### config.mk
export PLATFORM = sky130hd
export DESIGN_NAME = juego_led_control_flat
export DESIGN_NICKNAME = d
export VERILOG_FILES = /design/src/rtl/juego_led_control_pkg.sv /design/src/rtl/juego_led_control_if.sv /design/src/rtl/juego_led_control_divisor_tick.sv /design/src/rtl/juego_led_control.sv /design/src/flat_wrapper.sv
export SDC_FILE = /design/constraint.sdc
export NUM_CORES = 1
export LEC_CHECK = 0
export BUFFER_PORTS_ARGS = -buffer_cell sky130_fd_sc_hd__buf_2
export CORE_ASPECT_RATIO = 1.4
export CORE_UTILIZATION = 65
export CTS_CLUSTER_DIAMETER = 80
export DETAILED_ROUTE_END_ITERATION = 16
export HOLD_SLACK_MARGIN = 0.12
export PLACE_DENSITY = 0.83
export SLEW_MARGIN = 5
export SYNTH_ARGS = -nofsm -noshare
export SYNTH_HDL_FRONTEND = slang
export SYNTH_SLANG_ARGS = --single-unit
export TNS_END_PERCENT = 10
### constraint.sdc
create_clock -name clk -period 4.65 [get_ports clk]
set_clock_uncertainty 0.2 [all_clocks]
set_input_delay 1.395 -clock clk [delete_from_list [all_inputs] [get_ports clk]]
set_output_delay 1.395 -clock clk [all_outputs]
set_load 0.01 [all_outputs]
### src/rtl/juego_led_control_pkg.sv
// Shared definitions for the LED tug-of-war sequencer: state encodings,
// counter widths and default prescaler values.
package juego_led_control_pkg;

  localparam int unsigned CUENTA_W     = 4;
  localparam int unsigned ESTADO_W     = 3;
  localparam int unsigned TICK_DIV_SYN = 50000000;
  localparam int unsigned TICK_DIV_SIM = 4;

  typedef logic [ESTADO_W-1:0] estado_t;

  localparam logic [2:0] APAGADO = 3'd0;
  localparam logic [2:0] CUENTA  = 3'd1;
  localparam logic [2:0] JUEGO   = 3'd2;
  localparam logic [2:0] GANA_A  = 3'd3;
  localparam logic [2:0] GANA_B  = 3'd4;

  // True in either winner-display state.
  function automatic logic esGanador(input estado_t s);
    return (s == GANA_A) || (s == GANA_B);
  endfunction

endpackage

### src/rtl/juego_led_control_if.sv
// Player controls and display/status bundle between the buttons, the
// sequencer and the LED bar / counter datapath.
interface juego_led_control_if
  import juego_led_control_pkg::*;
#(
  parameter int unsigned N_LEDS = 8
);

  logic                inicio;
  logic                apagar;
  logic                botonA;
  logic                botonB;
  logic [N_LEDS-1:0]   leds;
  logic                ganadorA;
  logic                ganadorB;
  logic                resetContador;
  logic                jugando;
  logic [CUENTA_W-1:0] cuenta;

  modport master (
    output inicio, apagar, botonA, botonB,
    input  leds, ganadorA, ganadorB, resetContador, jugando, cuenta
  );

  modport slave (
    input  inicio, apagar, botonA, botonB,
    output leds, ganadorA, ganadorB, resetContador, jugando, cuenta
  );

endinterface

### src/rtl/juego_led_control_divisor_tick.sv
// Game-tick prescaler: counts 0..TICK_DIV-1 and pulses tick for one clk while
// the count sits at its last value; clr restarts the count from 0.
module divisor_tick #(
  parameter int unsigned TICK_DIV = 4
) (
  input  logic clk,
  input  logic resetTotal,
  input  logic clr,
  output logic tick
);

  localparam int unsigned CNT_W = (TICK_DIV > 2) ? $clog2(TICK_DIV) : 1;

  logic [CNT_W-1:0] cnt;
  logic [CNT_W-1:0] cntNext;

  always_comb begin
    cntNext = cnt + CNT_W'(1);
    if (clr || (cnt == CNT_W'(TICK_DIV - 1))) begin
      cntNext = '0;
    end
  end

  // tick is registered from the next count so it lines up with the wrap value.
  always_ff @(posedge clk or posedge resetTotal) begin
    if (resetTotal) begin
      cnt  <= '0;
      tick <= 1'b0;
    end else begin
      cnt  <= cntNext;
      tick <= (cntNext == CNT_W'(TICK_DIV - 1));
    end
  end

endmodule

### src/rtl/juego_led_control.sv
// Two-player LED tug-of-war sequencer: game FSM, lit-LED position, winner
// detection and LED bar decode. All outputs come straight from registers.
module juego_led_control
  import juego_led_control_pkg::*;
#(
  parameter int unsigned N_LEDS     = 8,
  parameter int unsigned POS_W      = 3,
  parameter int unsigned TICK_DIV   = TICK_DIV_SYN,
  parameter int unsigned CUENTA_INI = 3,
  parameter int unsigned T_GANADOR  = 5
) (
  input logic                clk,
  input logic                resetTotal,
  juego_led_control_if.slave bus
);

  localparam int unsigned GAN_W = (T_GANADOR > 1) ? $clog2(T_GANADOR + 1) : 1;
  localparam logic [POS_W-1:0] POS_INI = POS_W'(N_LEDS / 2);
  localparam logic [POS_W-1:0] POS_MAX = POS_W'(N_LEDS - 1);

  estado_t             state;
  estado_t             stateNext;
  logic [POS_W-1:0]    pos;
  logic [POS_W-1:0]    posNext;
  logic [CUENTA_W-1:0] cuenta;
  logic [CUENTA_W-1:0] cuentaNext;
  logic [GAN_W-1:0]    ganCnt;
  logic [GAN_W-1:0]    ganCntNext;
  logic [N_LEDS-1:0]   ledsReg;
  logic [N_LEDS-1:0]   ledsNext;
  logic                prevA;
  logic                prevB;
  logic                pulseA;
  logic                pulseB;
  logic                restart;
  logic                clr;
  logic                tick;
  logic                ganadorAReg;
  logic                ganadorBReg;
  logic                resetContadorReg;
  logic                jugandoReg;

  assign clr = (stateNext != state) || restart;

  divisor_tick #(
    .TICK_DIV (TICK_DIV)
  ) uDivisor (
    .clk        (clk),
    .resetTotal (resetTotal),
    .clr        (clr),
    .tick       (tick)
  );

  // Next-state, position and display decode.
  always_comb begin
    stateNext  = state;
    posNext    = pos;
    cuentaNext = cuenta;
    ganCntNext = ganCnt;
    ledsNext   = ledsReg;
    restart    = 1'b0;

    case (state)
      APAGADO: begin
        if (bus.inicio) begin
          stateNext  = CUENTA;
          cuentaNext = CUENTA_W'(CUENTA_INI);
          posNext    = POS_INI;
        end
      end
      CUENTA: begin
        if (pulseA && pulseB) begin
          cuentaNext = CUENTA_W'(CUENTA_INI);
          restart    = 1'b1;
        end else if (pulseA) begin
          stateNext = GANA_B;
        end else if (pulseB) begin
          stateNext = GANA_A;
        end else if (tick) begin
          if (cuenta == CUENTA_W'(1)) begin
            stateNext = JUEGO;
          end else begin
            cuentaNext = cuenta - CUENTA_W'(1);
          end
        end
      end
      JUEGO: begin
        // Simultaneous presses cancel out; the win check uses the moved position.
        if (pulseA && !pulseB && (pos != POS_MAX)) begin
          posNext = pos + POS_W'(1);
          if (posNext == POS_MAX) begin
            stateNext = GANA_A;
          end
        end else if (pulseB && !pulseA && (pos != '0)) begin
          posNext = pos - POS_W'(1);
          if (posNext == '0) begin
            stateNext = GANA_B;
          end
        end
      end
      GANA_A, GANA_B: begin
        if (tick) begin
          if (ganCnt == GAN_W'(T_GANADOR - 1)) begin
            stateNext = APAGADO;
          end else begin
            ganCntNext = ganCnt + GAN_W'(1);
            ledsNext   = ~ledsReg;
          end
        end
      end
      default: stateNext = APAGADO;
    endcase

    if (bus.apagar) begin
      stateNext = APAGADO;
      restart   = 1'b0;
    end

    case (stateNext)
      CUENTA: ledsNext = {N_LEDS{cuentaNext[0]}};
      JUEGO: begin
        ledsNext   = N_LEDS'(1) << posNext;
        cuentaNext = '0;
      end
      GANA_A, GANA_B: begin
        cuentaNext = '0;
        if (!esGanador(state)) begin
          ledsNext   = '1;
          ganCntNext = '0;
        end
      end
      default: begin
        ledsNext   = '0;
        cuentaNext = '0;
      end
    endcase
  end

  // State, edge detectors and registered outputs.
  always_ff @(posedge clk or posedge resetTotal) begin
    if (resetTotal) begin
      state            <= APAGADO;
      pos              <= POS_INI;
      cuenta           <= '0;
      ganCnt           <= '0;
      ledsReg          <= '0;
      prevA            <= 1'b0;
      prevB            <= 1'b0;
      pulseA           <= 1'b0;
      pulseB           <= 1'b0;
      ganadorAReg      <= 1'b0;
      ganadorBReg      <= 1'b0;
      resetContadorReg <= 1'b1;
      jugandoReg       <= 1'b0;
    end else begin
      state            <= stateNext;
      pos              <= posNext;
      cuenta           <= cuentaNext;
      ganCnt           <= ganCntNext;
      ledsReg          <= ledsNext;
      prevA            <= bus.botonA;
      prevB            <= bus.botonB;
      pulseA           <= bus.botonA && !prevA;
      pulseB           <= bus.botonB && !prevB;
      ganadorAReg      <= (stateNext == GANA_A);
      ganadorBReg      <= (stateNext == GANA_B);
      resetContadorReg <= (stateNext == APAGADO);
      jugandoReg       <= (stateNext == JUEGO);
    end
  end

  assign bus.leds          = ledsReg;
  assign bus.cuenta        = cuenta;
  assign bus.ganadorA      = ganadorAReg;
  assign bus.ganadorB      = ganadorBReg;
  assign bus.resetContador = resetContadorReg;
  assign bus.jugando       = jugandoReg;

endmodule
### src/flat_wrapper.sv
// flat-port wrapper written by rule: the top's interface ports become plain ports
module juego_led_control_flat import juego_led_control_pkg::*;
#(
  parameter int unsigned N_LEDS     = 8,
  parameter int unsigned POS_W      = 3,
  parameter int unsigned TICK_DIV   = TICK_DIV_SYN,
  parameter int unsigned CUENTA_INI = 3,
  parameter int unsigned T_GANADOR  = 5
)
  (clk, resetTotal, bus_inicio, bus_apagar, bus_botonA, bus_botonB, bus_leds, bus_ganadorA, bus_ganadorB, bus_resetContador, bus_jugando, bus_cuenta);
  juego_led_control_if #(.N_LEDS(N_LEDS)) bus_i ();
  input logic clk;
  input logic resetTotal;
  input wire logic [$bits(bus_i.inicio)-1:0] bus_inicio;
  input wire logic [$bits(bus_i.apagar)-1:0] bus_apagar;
  input wire logic [$bits(bus_i.botonA)-1:0] bus_botonA;
  input wire logic [$bits(bus_i.botonB)-1:0] bus_botonB;
  output wire logic [$bits(bus_i.leds)-1:0] bus_leds;
  output wire logic [$bits(bus_i.ganadorA)-1:0] bus_ganadorA;
  output wire logic [$bits(bus_i.ganadorB)-1:0] bus_ganadorB;
  output wire logic [$bits(bus_i.resetContador)-1:0] bus_resetContador;
  output wire logic [$bits(bus_i.jugando)-1:0] bus_jugando;
  output wire logic [$bits(bus_i.cuenta)-1:0] bus_cuenta;
  assign bus_i.inicio = bus_inicio;
  assign bus_i.apagar = bus_apagar;
  assign bus_i.botonA = bus_botonA;
  assign bus_i.botonB = bus_botonB;
  assign bus_leds = bus_i.leds;
  assign bus_ganadorA = bus_i.ganadorA;
  assign bus_ganadorB = bus_i.ganadorB;
  assign bus_resetContador = bus_i.resetContador;
  assign bus_jugando = bus_i.jugando;
  assign bus_cuenta = bus_i.cuenta;
  juego_led_control #(.N_LEDS(N_LEDS), .POS_W(POS_W), .TICK_DIV(TICK_DIV), .CUENTA_INI(CUENTA_INI), .T_GANADOR(T_GANADOR)) u_core (.clk(clk), .resetTotal(resetTotal), .bus(bus_i));
endmodule
# Yosys cells after proc, flatten, opt, wreduce, memory -nomap -nowiden
# Index checks and enable logic that the tools add are counted.
# totals
latch_bits	0
output_inout_bits	16
mem_count	0
ram_bits	0
romBits	0
in_bits	6
wordCells	109
regBits	56
# classes
n_addsub	5
n_eq_ne	24
shift	1
n_lt_le_gt_ge	0
div_mod_pow	0
mux	40
bitwise_logic	1
n_reduce_logical	22
mul	0
# op_table
operator	count
3-bit two-way mux	21
26-bit equality test, second input constant	2
8-bit two-way mux	4
4-bit two-way mux	7
26-bit by 1-bit adder with 26-bit output, second input constant	1
26-bit two-way mux	1
8-bit one-hot mux with 3 select lines	1
3-bit != test, second input constant	6
3-bit by 2-bit equality test with 1-bit output, second input constant	4
3-bit equality test, second input constant	4
3-bit one-hot mux with 4 select lines	1
3-bit zero test	3
4-bit by 3-bit != test with 1-bit output, second input constant	2
4-bit != test, second input constant	2
8-bit NOT	1
4-bit one-hot mux with 2 select lines	1
1-bit by 3-bit left shift with 8-bit output, first input constant	1
1-bit logical AND	7
3-bit by 1-bit adder with 3-bit output, second input constant	2
3-bit by 1-bit equality test with 1-bit output, second input constant	2
3-bit one-hot mux with 2 select lines	1
6-bit AND reduction	1
4-bit by 1-bit equality test with 1-bit output, second input constant	1
1-bit zero test	4
8 further kinds	13

# Longest topological paths before layout
# logic_depth
word_depth	13
depth_mapped	9
depth_no_buf	9

# Hierarchy
# From an unflattened synthesis, not the netlist that was laid out.
# unflattened
hier_cells	382
hier_area_um2	3582.2
# by_module_without_submodules
module	area_per_inst_um2	instances	seq_area_each_um2	cells_per_inst
juego_led_control	1919.3	1	728.2	209
divisor_tick	1662.8	1	675.6	173

# Worst setup path before layout
# No wires, ideal clock.
# synth_path
path_type	in2reg
startpoint	input bus_inicio
endpoint	register u_core.uDivisor.tick
required_time_ns	4.339
setup_time_ns	0.111
path_slack_ns	1.325
arrival_ns	3.014
path_stages	6
path_cell_list	nor4b_1 a21oi_1 a31oi_4 xnor2_1 nand4b_2 a2111oi_2
# synth_via
elab_chain_cells	8
# synth_lines
element	line	source
start, declared	flat_wrapper.sv:14	input wire logic [$bits(bus_i.inicio)-1:0] bus_inicio;
3-bit two-way mux	juego_led_control.sv:65	if (bus.inicio) begin
3-bit one-hot mux with 4 select lines	juego_led_control.sv:63	case (state)
3-bit two-way mux	juego_led_control.sv:114	if (bus.apagar) begin
via u_core.stateNext[0]	juego_led_control.sv:22	estado_t stateNext;
3-bit != test	juego_led_control.sv:43	assign clr = (stateNext != state) || restart;
1-bit logical OR	juego_led_control.sv:43	
1-bit logical OR	juego_led_control_divisor_tick.sv:19	if (clr || (cnt == CNT_W'(TICK_DIV - 1))) begin
26-bit two-way mux	juego_led_control_divisor_tick.sv:19	
26-bit equality test	juego_led_control_divisor_tick.sv:31	tick <= (cntNext == CNT_W'(TICK_DIV - 1));
end signal, assigned	juego_led_control_divisor_tick.sv:31	
end, declared	juego_led_control_divisor_tick.sv:9	output logic tick
# The timed path passes the listed nets, and every way through them passes these cells.
# A chain may end at the register's enable or synchronous reset.

# Worst setup path after layout
# layout_path
startpoint	input bus_inicio
endpoint	register u_core.ledsReg[4], in the netlist u_core.bus.leds[4]
# layout_via
elab_chain_cells	7
elab_cells_between_ends	18
classes_between	eq/ne: 7; shift: 1; mux: 8; reduce/logical: 2
# layout_lines
element	line	source
3-bit two-way mux *	juego_led_control.sv:65	
3-bit one-hot mux with 4 select lines *	juego_led_control.sv:63	
3-bit two-way mux *	juego_led_control.sv:114	
via u_core.stateNext[0]	juego_led_control.sv:22	
3-bit equality test or 3-bit by 2-bit equality test with 1-bit output (tied branches)	juego_led_control.sv:119	case (stateNext)
2-bit OR reduction	juego_led_control.sv:119	
3-bit != test (no source line)	-	
3-bit AND reduction (no source line)	-	
end signal, assigned	juego_led_control.sv:160	ledsReg <= ledsNext;
end, declared	juego_led_control.sv:29	logic [N_LEDS-1:0] ledsReg;
# Mark *: on every way through the listed nets, which the timed path passes. The rest lies on a longest branch. The select of a mux whose other input is x is not followed.

==> metrics.txt <==
Top FF cell, synth=dfrtp_1; drt pass-1 iters=5; final wirelength=roughly 8000 µm; total of max-cap violations=0; maximum achievable frequency=~0.30 GHz; Nets=427; Clock Pin Slew Worst Setup and Hold Paths=0.11 ns; asr flop ratio synth=100.0%; Die Y-Extent=~90 µm; grt ovf=0; Overall Power=1.089 mW; Worst setup EP type=register; HP Class=register to register; status=completed; FF+latch count, synth=56; worst hold path startpoint=u_core.prevB; crit path kind=primary input to register; post-layout util=between 70% and 80%; worst hold stages=1; number of library cell types mapped by synthesis=72; Post-synth EDFFs=0; Post-Syn Area per Cell=roughly 9.1 µm²; post-route DRC violation count=0; crit share post-route=71.09%; Synth Cell Area=roughly 3600 µm²; net count after synthesis=approximately 410; leakage=1.578 nW; DP Cell Count=between 400 and 500; antenna violations before repair=0; Hold Vio Cnt, Final=0; share of layout cells above drive strength 1=14.60%; register area share after synthesis=between 30% and 40%; Initial Util=approximately 68%; htree depth=2; minimum clock period after layout=~3.3 ns; Max Transition Viols Final=0; Worst Reg-to-Reg Cells=9; Final ANT Viol Nets=0; CORE AREA=approximately 5200 µm²; Resized Gates After CTS=0; Final setup viols=0; CTS root buffer=clkbuf_8; I/O pin count=22; Total Routing Usage GR=~30%; arrival time at the worst endpoint=between 3 and 4 ns; DIE AREA=around 5800 µm²; TritonCTS Buffers=5; critical path required time=roughly 4.7 ns; Max FO, Critical Path=8; post-detailed-route wirelength per cell=between 15 and 20 µm; # rows=31; worst reg2reg path endpoint=u_core.uDivisor.cnt[9]; clock latency on the worst-skew pair=about 0.32 ns; Setup Fix Bufs, Post-CTS=0; hpwl dp=between 5000 and 6000 µm; Final Non-Filler Cells=about 480; cts hold-fix bufs=0; Max-slew headroom=between 40 and 50%; number of global-route vias before repair=roughly 3100; IO buf count=21; Ys Warns=0; GPL Wtd Cong=0.9533; FF-to-FF setup slack=1.43 ns; largest net degree at the start of global routing=39; via count=3089; WHS Endpoint=u_core.pulseB; worst-margin pin slew=roughly 0.81 ns; Layout area overhead=6.088%; CTS tree=done; Sink Count=56; first-pass GRT wire length=13900 µm; Mapped Cells=between 300 and 400; RSZ-0062 raised after global routing=no; pwr dens=approximately 290 nW/µm²; Critical Path Start Type=primary input; die width=between 60 and 70 µm; DRT iter0 DRCs=276; Ant. Diodes=0; Setup Total Neg Slack=0 ns; Via-to-Cell Ratio=about 6.5; R2R Path Start=u_core.pos[0]; Peak VDD IR=0.1915 mV; CTS max path bufs=2
## worst max path at each step
stage,from,endpoint,cells after the start
floorplan,bus_inicio,u_core.uDivisor.tick,6
global placement,bus_inicio,u_core.uDivisor.tick,7
detailed placement,bus_inicio,u_core.uDivisor.tick,7
CTS,bus_inicio,u_core.bus.leds[4],7
global route,bus_inicio,u_core.uDivisor.tick,7
finish,bus_inicio,u_core.bus.leds[4],7
## critical path: stages
cell	delay [ns]
buf_2	0.12
nor4b_1	0.15
a21oi_1	0.42
a31oi_4	0.19
a31oi_1	0.61
nor2_1	0.09
a311oi_1	0.33
## layer usage
metal | vias up | part of all wire (%) | global-route usage, %
met5 | - | 0 | 0
met4 | 0 | 2.1 | 10.93
met3 | 19 | 3.8 | 3.426
met2 | 106 | 54 | 53.51
met1 | 1516 | 40 | 36.47
li1 | 1448 | - | -
## report_power, final
part           switching (mW)  internal, mW
Clock                   0.169         0.108
Combinational           0.160        0.0881
Sequential             0.0436         0.522
Total                   0.372         0.717
## logic make-up after synthesis
group                    share of synthesized area, %
AND/OR/NAND/NOR                                 28.87
AO/OA/AOI/OAI                                   15.99
flip-flops                                      39.26
buffers and inverters                           4.514
XOR/XNOR                                        6.613
adder cells (fa/ha/maj)                         3.849
multiplexers                                   0.9097
## cell usage after synthesis (7+ instances only)
cell / number / share of area (%)
nand2b_1: 7 / 1.2
dfrtp_1: 54 / 38
o21ai_0: 8 / 1.1
xor2_1: 15 / 3.7
xnor2_1: 12 / 2.9
a21oi_1: 11 / 1.5
nand3_1: 18 / 2.5
ha_1: 11 / 3.8
nand4_1: 12 / 2.1
nor2_1: 52 / 5.5
a311oi_1: 8 / 2.0
inv_1: 21 / 2.2
nand2_1: 42 / 4.4
nor3_1: 11 / 1.5
## flip-flops by register name, indices dropped and copies added (netlist names)
register / count
u_core.pulseB: 1
u_core.prevA: 1
u_core.bus.cuenta: 4
u_core.pulseA: 1
u_core.state: 3
u_core.pos: 3
u_core.bus.resetContador: 1
u_core.bus.jugando: 1
u_core.bus.leds: 8
u_core.prevB: 1
u_core.uDivisor.cnt: 26
u_core.ganCnt: 3
u_core.uDivisor.tick: 1
u_core.bus.ganadorB: 1
u_core.bus.ganadorA: 1
## metrics by stage
stage | area, µm² | setup WS [ns] | hold slack (ns)
finish | 3794 | 1.344 | 0.1891
global placement | 3704 | 1.173 | 0.1819
CTS | 3794 | 1.397 | 0.1917
global route | 3794 | 1.057 | 0.2096
detailed placement | 3704 | 1.078 | 0.1882
floorplan | 3576 | 1.325 | 0.1777
## cell type report
cell class,instances,area (µm²)
Clock buffer,5,68.82
Clock inverter,3,21.27
Fill cell,388,1443
Inverter,21,78.83
Multi-Input combinational cell,302,2011
Sequential cell,56,1404
Tap cell,66,82.58
Timing Repair Buffer,24,127.6
## placed cells by master, fill, tap and decap left out, drive strengths merged, types with 3 or more instances in the layout
master and instances:
nand2 43, a21oi 12, nor2 52, o211ai 4
nand2b 7, dfrtp 54, a311oi 8, nor2b 5
nand4 12, nor4b 3, nor4 7, or3b 5
inv 22, o21ai 8, a2111oi 3, a221oi 3
or4 3, nor3 12, nand3 20, buf 24
clkbuf 5, xor2 15, and2 5, a31oi 3
or3 3, nor3b 4, a211oi 4, ha 11
o31ai 4, xnor2 12
Power figures use the tool's default switching activity.
